$ cat config.mk
export PLATFORM = sky130hd
export DESIGN_NAME = atctlc2axi500_onehot_queue
export DESIGN_NICKNAME = d
export VERILOG_FILES = /design/src/rtl/atctlc2axi500_onehot_queue.sv
export SDC_FILE = /design/constraint.sdc
export NUM_CORES = 1
export LEC_CHECK = 0
export ABC_AREA = 1
export BUFFER_PORTS_ARGS = -buffer_cell sky130_fd_sc_hd__buf_2
export CAP_MARGIN = 20
export CORE_UTILIZATION = 45
export DETAILED_ROUTE_END_ITERATION = 12
export PLACE_DENSITY = 0.72
export SLEW_MARGIN = 0
export SYNTH_ARGS = -nofsm -noshare
export SYNTH_HDL_FRONTEND = slang
export SYNTH_SLANG_ARGS = --single-unit
$ cat constraint.sdc
create_clock -name clk -period 2.3 [get_ports clk]
set_input_delay 0.115 -clock clk [delete_from_list [all_inputs] [get_ports clk]]
set_output_delay 0.115 -clock clk [all_outputs]
set_load 0.03 [all_outputs]
$ cat src/rtl/atctlc2axi500_onehot_queue.sv
// Circular request queue with rotating one-hot head/tail pointers.
// Parent selects the head entry with a one-hot AND-OR mux over entry_data.
module atctlc2axi500_onehot_queue #(
  parameter int DEPTH    = 4,
  parameter int W        = 8,
  parameter int CW       = 3,
  parameter int AFULL_TH = 3
) (
  input  logic               clk,
  input  logic               reset,
  input  logic               flush,
  input  logic               enq_valid,
  output logic               enq_ready,
  input  logic [W-1:0]       enq_data,
  output logic               deq_valid,
  input  logic               deq_ready,
  output logic [DEPTH-1:0]   head_ptr,
  output logic [DEPTH-1:0]   tail_ptr,
  output logic [DEPTH*W-1:0] entry_data,
  output logic [DEPTH-1:0]   entry_vld,
  output logic [CW-1:0]      count,
  output logic               full,
  output logic               empty,
  output logic               afull
);

  localparam logic [DEPTH-1:0] PTR_RST = DEPTH'(1);
  localparam logic [CW-1:0]    CNT_MAX = CW'(DEPTH);
  localparam logic [CW-1:0]    CNT_AF  = CW'(AFULL_TH);

  logic [DEPTH-1:0]        head_q;
  logic [DEPTH-1:0]        tail_q;
  logic [DEPTH-1:0]        vld_q;
  logic [DEPTH-1:0][W-1:0] data_q;
  logic [CW-1:0]           cnt_q;

  logic enq_fire;
  logic deq_fire;
  logic enq_go;
  logic deq_go;

  function automatic logic [DEPTH-1:0] rotl(
    input logic [DEPTH-1:0] p
  );
    return {p[DEPTH-2:0], p[DEPTH-1]};
  endfunction

  // Handshakes come only from registered flags; flush masks both sides.
  always_comb begin
    full      = (cnt_q == CNT_MAX);
    empty     = (cnt_q == '0);
    afull     = (cnt_q >= CNT_AF);
    enq_ready = ~full;
    deq_valid = ~empty;
    enq_fire  = enq_valid & enq_ready;
    deq_fire  = deq_valid & deq_ready;
    enq_go    = enq_fire & ~flush;
    deq_go    = deq_fire & ~flush;
  end

  // Head/tail pointers rotate left one slot per accepted transfer.
  always_ff @(posedge clk or posedge reset) begin
    if (reset) begin
      head_q <= PTR_RST;
      tail_q <= PTR_RST;
    end else if (flush) begin
      head_q <= PTR_RST;
      tail_q <= PTR_RST;
    end else begin
      if (enq_go) tail_q <= rotl(tail_q);
      if (deq_go) head_q <= rotl(head_q);
    end
  end

  // Per-entry occupied flags: set at tail on enq, cleared at head on deq.
  always_ff @(posedge clk or posedge reset) begin
    if (reset) begin
      vld_q <= '0;
    end else if (flush) begin
      vld_q <= '0;
    end else begin
      for (int i = 0; i < DEPTH; i++) begin
        if (deq_go && head_q[i]) vld_q[i] <= 1'b0;
        if (enq_go && tail_q[i]) vld_q[i] <= 1'b1;
      end
    end
  end

  // Storage written only at tail on an accepted enq; kept across deq/flush.
  always_ff @(posedge clk or posedge reset) begin
    if (reset) begin
      data_q <= '0;
    end else begin
      for (int i = 0; i < DEPTH; i++) begin
        if (enq_go && tail_q[i]) data_q[i] <= enq_data;
      end
    end
  end

  // Occupancy count; simultaneous enq and deq leave it unchanged.
  always_ff @(posedge clk or posedge reset) begin
    if (reset) begin
      cnt_q <= '0;
    end else if (flush) begin
      cnt_q <= '0;
    end else begin
      unique case ({enq_go, deq_go})
        2'b10:   cnt_q <= cnt_q + CW'(1);
        2'b01:   cnt_q <= cnt_q - CW'(1);
        default: cnt_q <= cnt_q;
      endcase
    end
  end

  // Output wiring of the registered state.
  always_comb begin
    head_ptr   = head_q;
    tail_ptr   = tail_q;
    entry_vld  = vld_q;
    entry_data = data_q;
    count      = cnt_q;
  end

  // Expected occupancy mask: the circular span from head of cnt_q slots.
  logic [DEPTH-1:0] span;
  int               hidx;
  always_comb begin
    hidx = 0;
    span = '0;
    for (int i = 0; i < DEPTH; i++) begin
      if (head_q[i]) hidx = i;
    end
    for (int i = 0; i < DEPTH; i++) begin
      if (((i - hidx + DEPTH) % DEPTH) < int'(cnt_q)) span[i] = 1'b1;
    end
  end

  a_head_onehot: assert property (
    @(posedge clk) disable iff (reset) $onehot(head_q));
  a_tail_onehot: assert property (
    @(posedge clk) disable iff (reset) $onehot(tail_q));
  a_ptr_eq: assert property (
    @(posedge clk) disable iff (reset)
    (head_q == tail_q) == (empty || full));
  a_full_vld: assert property (
    @(posedge clk) disable iff (reset) full == (&vld_q));
  a_empty_vld: assert property (
    @(posedge clk) disable iff (reset) empty == ~(|vld_q));
  a_span: assert property (
    @(posedge clk) disable iff (reset) vld_q == span);
  a_cnt_max: assert property (
    @(posedge clk) disable iff (reset) cnt_q <= CNT_MAX);

endmodule

# ---- Word-level counts from Yosys, hierarchy flattened
# Cells that the tools add are included.
dict set report totals {
  reg_bits 47
  inputBits 13
  output_inout_bits 52
  word_cells 55
}
dict set report op_classes {
  add_sub_neg 2
  magnitude_cmp 1
  n_eq_ne 3
  mux 15
  bitwise_logic 7
  reduce_logical 16
}
# operator n
set op_table {}
lappend op_table {{4-bit two-way mux} 5}
lappend op_table {{3-bit nonzero test} 5}
lappend op_table {{1-bit logical AND} 8}
lappend op_table {{1-bit two-way mux} 8}
lappend op_table {{3-bit one-hot mux with 2 select lines} 1}
lappend op_table {{1-bit AND} 4}
lappend op_table {{2-bit nonzero test} 2}
lappend op_table {{3-bit by 1-bit adder with 3-bit output, second input constant} 1}
lappend op_table {{3-bit == test, second input constant} 1}
lappend op_table {{3-bit by 2-bit greater-or-equal comparator with 1-bit output, second input constant} 1}
lappend op_table {{3-bit logical NOT} 1}
lappend op_table {{3-bit two-way mux} 1}
lappend op_table {{1-bit NOT} 3}
lappend op_table {{3-bit by 1-bit subtractor with 3-bit output, second input constant} 1}
lappend op_table {{2-bit by 1-bit == test with 1-bit output, second input constant} 1}
lappend op_table {{2-bit == test, second input constant} 1}

# ---- Logic depth before layout (Yosys ltp)
dict set report depth {
  depth_word 8
  mapped_depth 12
  depth_no_buf 12
}

# ---- Least setup slack after synthesis
# OpenSTA, ideal clock, no wires.
dict set report synth_path {
  path_kind {flip-flop to flip-flop}
  start {reg cnt_q[0], in the netlist count[0]}
  end {reg cnt_q[2], in the netlist count[2]}
  setup_time_ps 118
  arrival_time_ps 1915
  required_time_ps 2182
  setup_slack_ps 267
  path_stages_with_launch 13
  n_path_buf 0
  synth_period_minus_slack_ps 2033
  cell_sequence {dfrtp_1 nor2_2 nand2_4 nand2_8 nand3_1 inv_1 fa_1 xnor2_1 inv_1 nand2_1 nand2_1 nand2_1 nand2_1}
}
dict set report synth_via {
  elab_chain_len 7
  word_cells_on_any_way 15
  cone_classes {2 x add/sub; 3 x eq/ne; 2 x mux; 6 x bitwise; 2 x reduce/logical}
}
# item line_no
set synth_rtl {}
lappend synth_rtl {{start: declaration} 35} ;# logic [CW-1:0] cnt_q;
lappend synth_rtl {{start signal: assignment} 108} ;# 2'b10: cnt_q <= cnt_q + CW'(1);
lappend synth_rtl {{start signal: assignment} 109} ;# 2'b01: cnt_q <= cnt_q - CW'(1);
lappend synth_rtl {{start signal: assignment} 110} ;# default: cnt_q <= cnt_q;
lappend synth_rtl {{3-bit == test *} 50} ;# full = (cnt_q == CNT_MAX);
lappend synth_rtl {{1-bit NOT *} 53} ;# enq_ready = ~full;
lappend synth_rtl {{net enq_ready} 13} ;# output logic enq_ready,
lappend synth_rtl {{1-bit AND *} 55} ;# enq_fire = enq_valid & enq_ready;
lappend synth_rtl {{1-bit AND *} 57} ;# enq_go = enq_fire & ~flush;
lappend synth_rtl {{2-bit by 1-bit == test with 1-bit output or 2-bit == test (tied branches)} 107} ;# unique case ({enq_go, deq_go})
lappend synth_rtl {{3-bit one-hot mux with 2 select lines} 107}
lappend synth_rtl {{3-bit two-way mux} 104} ;# end else if (flush) begin
# The timed path passes the listed nets; every way through them passes the cells marked *.
# A chain may end at the register's enable or synchronous reset.

# ---- Final worst setup path
dict set report layout_path {
  start {reg cnt_q[1], in the netlist count[1]}
  end {reg cnt_q[2], in the netlist count[2]}
}
dict set report layout_via {
  elab_chain_len 7
  word_cells_on_any_way 15
  cone_classes {2 x add/sub; 3 x eq/ne; 2 x mux; 6 x bitwise; 2 x reduce/logical}
}
# item line_no
set layout_rtl {}
lappend layout_rtl {{3-bit == test or 3-bit logical NOT (tied branches)} {50, 51}}
lappend layout_rtl {{1-bit NOT, on equally long branches} {53, 54}}
lappend layout_rtl {{1-bit AND, on equally long branches} {55, 56}}
lappend layout_rtl {{1-bit AND, on equally long branches} {57, 58}}
lappend layout_rtl {{2-bit by 1-bit == test with 1-bit output or 2-bit == test (tied branches)} 107}
lappend layout_rtl {{3-bit one-hot mux with 2 select lines} 107}
lappend layout_rtl {{3-bit two-way mux} 104}
# Several ways; a longest one is shown, not always the timed one.

==> results by group <==
Critical path
  • Setup slack, reg-to-reg: 0.34 ns
  • CP cell instances: nor2_2 > a21boi_1 > nand3_1 > inv_1 > fa_1 > xnor2_1 > inv_1 > nand2_1 > nand2_1 > nand2_1 > nand2_1
  • Worst r2r path cells: 11
  • Critical path type: reg -> reg
  • RR Endpoint: count[2]$_DFFE_PP0P_
  • Buf+Inv Stages, Crit Path: 2
  • Slowest cell on crit path: dfrtp_1
  • Critical Path Source Type: flip-flop
  • Critical Path Source: count[1]$_DFFE_PP0P_
  • Top cell by count, worst path: nand2_1
  • Critical Path Max Stage Delay: 0.45 ns
  • Levels on crit path: 11
  • RR Startpoint: count[1]$_DFFE_PP0P_
  • CP Capture Point: count[2]$_DFFE_PP0P_
  • Crit path capture type: flip-flop
  • CP arrival: 2.16 ns
  • Max FO, Critical Path: 5
  • Delay-heaviest family, CP: simple AND/OR/NAND/NOR gates
  • WP data required: 2.49 ns

Place
  • PortBufs: 64
  • Routability Congestion: 0.7661
  • Dpl cell area: 2414 µm²
  • Post-DP HPWL: approximately 3100 µm
  • Cells after DPL: approximately 310

Detailed routing
  • DR iter-0 viols: 69
  • Via count: between 1,000 and 1,500
  • Pre-antenna DRT Iters: 4
  • Avg Vias per Cell: 4.692
  • Drt wl/cell: 13.28 µm
  • Detail Route Antenna Nets: 0
  • Final wirelength: about 4200 µm
  • DRC viols: 0

Clock network
  • Clk sinks: 47
  • H-tree Lvls: 2
  • Clock-pin slew on the worst setup and hold paths: 0.09 ns
  • Clock buffer depth: 2
  • Clock Latency Late Sink: ~0.31 ns
  • PostCTS Resize Cnt: 0
  • CTS Buf Count: 5
  • Root Driver: clkbuf_8
  • CTS tree: yes

STA
  • Slew Viols, Final: 0
  • Crit share post-route: 0.8531
  • Achievable Freq: 0.5097 GHz
  • Layout Skew: between 0.009 and 0.01 ns
  • Final setup fails: 0
  • Slew HR: 0.7022
  • RSZ-0062 raised after global routing: no
  • Final Hold Vio Count: 0
  • Slew @ Worst Pin: 0.4460 ns
  • Setup TNS Final: 0 ns
  • Final min period: around 2.0 ns
  • Hold WS: 0.1539 ns

Yosys
  • Syn avg cell area: approximately 11 µm²
  • Top post-synthesis cells by area: dfrtp_1 55%, o21ai_2 14%, nand2_1 10%, inv_1 3.8%, nand2_4 2.7%
  • Synth Cell Area: 2058 µm²
  • Cells after Synth: approximately 200
  • Syn Nets: 209
  • Synth area leader: dfrtp_1
  • Synth Warn #: 0
  • Seq cells post-synth: 47
  • Fraction of synthesized cell area taken by the top area cell type: 0.5471
  • Library cells used by synthesis: 23
  • Part of the Yosys area used for sequential elements: 0.5726

Job
  • Max-cap viol count: 0

Die
  • Rows: 24
  • Chip Width: 69.63 µm
  • Die area: 4848 µm²
  • Starting Density: 0.4695
  • Core Region: 4384 µm²
  • Die height: just under 70 µm
  • I/O pin cnt: 65

Final layout
  • Layout cells sized above 1: 0.4624
  • Layout Cells excl Fill: 318
  • N_diodes: 0
  • Commonest non-fill, non-tap cells in the layout: 64 x buf_2, 56 x nand2_1, 45 x dfrtp_1
  • Nets@finish: 279
  • Syn-to-layout area delta: 23.65%
  • Most common cell after layout, fill and taps aside: buf_2
  • Design area: 2545 µm²

Global route
  • Largest net degree at the start of global routing: 22
  • Gr ovfl total: 0
  • Overall fraction of global-route tracks in use: 0.1853
  • Global-route wire length before repair: 6920 µm
  • Vias in the first global route: 1,444
  • Initial antenna violation count: 0

Status
  • Status: completed

Pwr
  • Pwr Density: roughly 1400 nW/µm²
  • Leak: 1.452 nW
  • Highest ir drop seen on vdd: 0.6243 mV
  • Total power: 0.003481 W

Worst hold path
  • Hold/Removal Path Class: in -> reg
[worst min-delay path, delay by kind of cell]
kind	cells	cell delay, ns
buffers and inverters	2	0.17
AO/OA/AOI/OAI	1	0.14
[stage by stage]
step	setup slack [ns]	utilization
6_report	0.3380	0.5805
5_1_grt	0.1481	0.5805
4_1_cts	0.3449	0.5805
3_5_place_dp	0.3683	0.5505
3_3_place_gp	0.4214	0.5505
2_1_floorplan	0.2671	-
[cells by family (layout without fill, tap and decap cells)]
group | after synthesis | count (layout) | share of synthesized area
XOR/XNOR | 1 | 1 | 0.004256
AND/OR/NAND/NOR | 74 | 74 | 0.1787
buffers and inverters | 27 | 98 | 0.06383
adder cells (fa/ha/maj) | 1 | 1 | 0.009727
AO/OA/AOI/OAI | 45 | 45 | 0.1708
flip-flops | 47 | 47 | 0.5726
[sequential cells by signal (all words and copies together), names as in the netlist]
| signal | count |
|---|---|
| entry_data | 32 |
| entry_vld | 4 |
| head_ptr | 4 |
| tail_ptr | 4 |
| count | 3 |
[what timing repair did]
action                    4_1_cts  5_1_grt
setup buffers                   0        0
hold buffers                    1        0
hold endpoints to repair       18        0
[cell usage after synthesis (all sizes together)]
cell type / count
nor2: 6
nand3: 2
xnor2: 1
nand2: 65
dfrtp: 45
o21ai: 39
nand4: 1
fa: 1
a21boi: 1
inv: 23
o22ai: 3
a21oi: 2
buf: 4
dfstp: 2
[layout make-up]
| class | instances | area [µm²] |
|---|---|---|
| Sequential cell | 47 | 1179 |
| Clock inverter | 2 | 38.79 |
| Multi-Input combinational cell | 121 | 748.2 |
| Inverter | 23 | 86.33 |
| Clock buffer | 6 | 82.58 |
| Tap cell | 52 | 65.06 |
| Timing Repair Buffer | 67 | 345.3 |
| Fill cell | 409 | 1839 |
[metal layers]
layer	part of all wire	GRT usage	routed length, µm
met5	0	0	0
met2	0.46	0.2859	1956
met3	0.035	0.03634	146
met4	0.016	0.07333	66
met1	0.49	0.2592	2053
[worst min-delay path by stage]
stage | from | slack [ns] | end | cells after the start
after floorplan | flush | 0.27 | count[1]$_DFFE_PP0P_ | 3
after global placement | reset | 0.15 | head_ptr[3]$_DFFE_PP0P_ | 2
after detailed placement | reset | 0.15 | head_ptr[2]$_DFFE_PP0P_ | 2
after CTS | enq_data[7] | 0.16 | entry_data[15]$_DFFE_PP0P_ | 3
after global routing | enq_data[6] | 0.17 | entry_data[14]$_DFFE_PP0P_ | 3
final | enq_data[7] | 0.15 | entry_data[23]$_DFFE_PP0P_ | 3
[power breakdown]
group          switching [W]  total, W  internal, W
combinational        0.00112   0.00158     0.000459
sequential          0.000169   0.00126      0.00109
clock               0.000289  0.000646     0.000358
No activity file was read; power rests on OpenSTA's default activity.
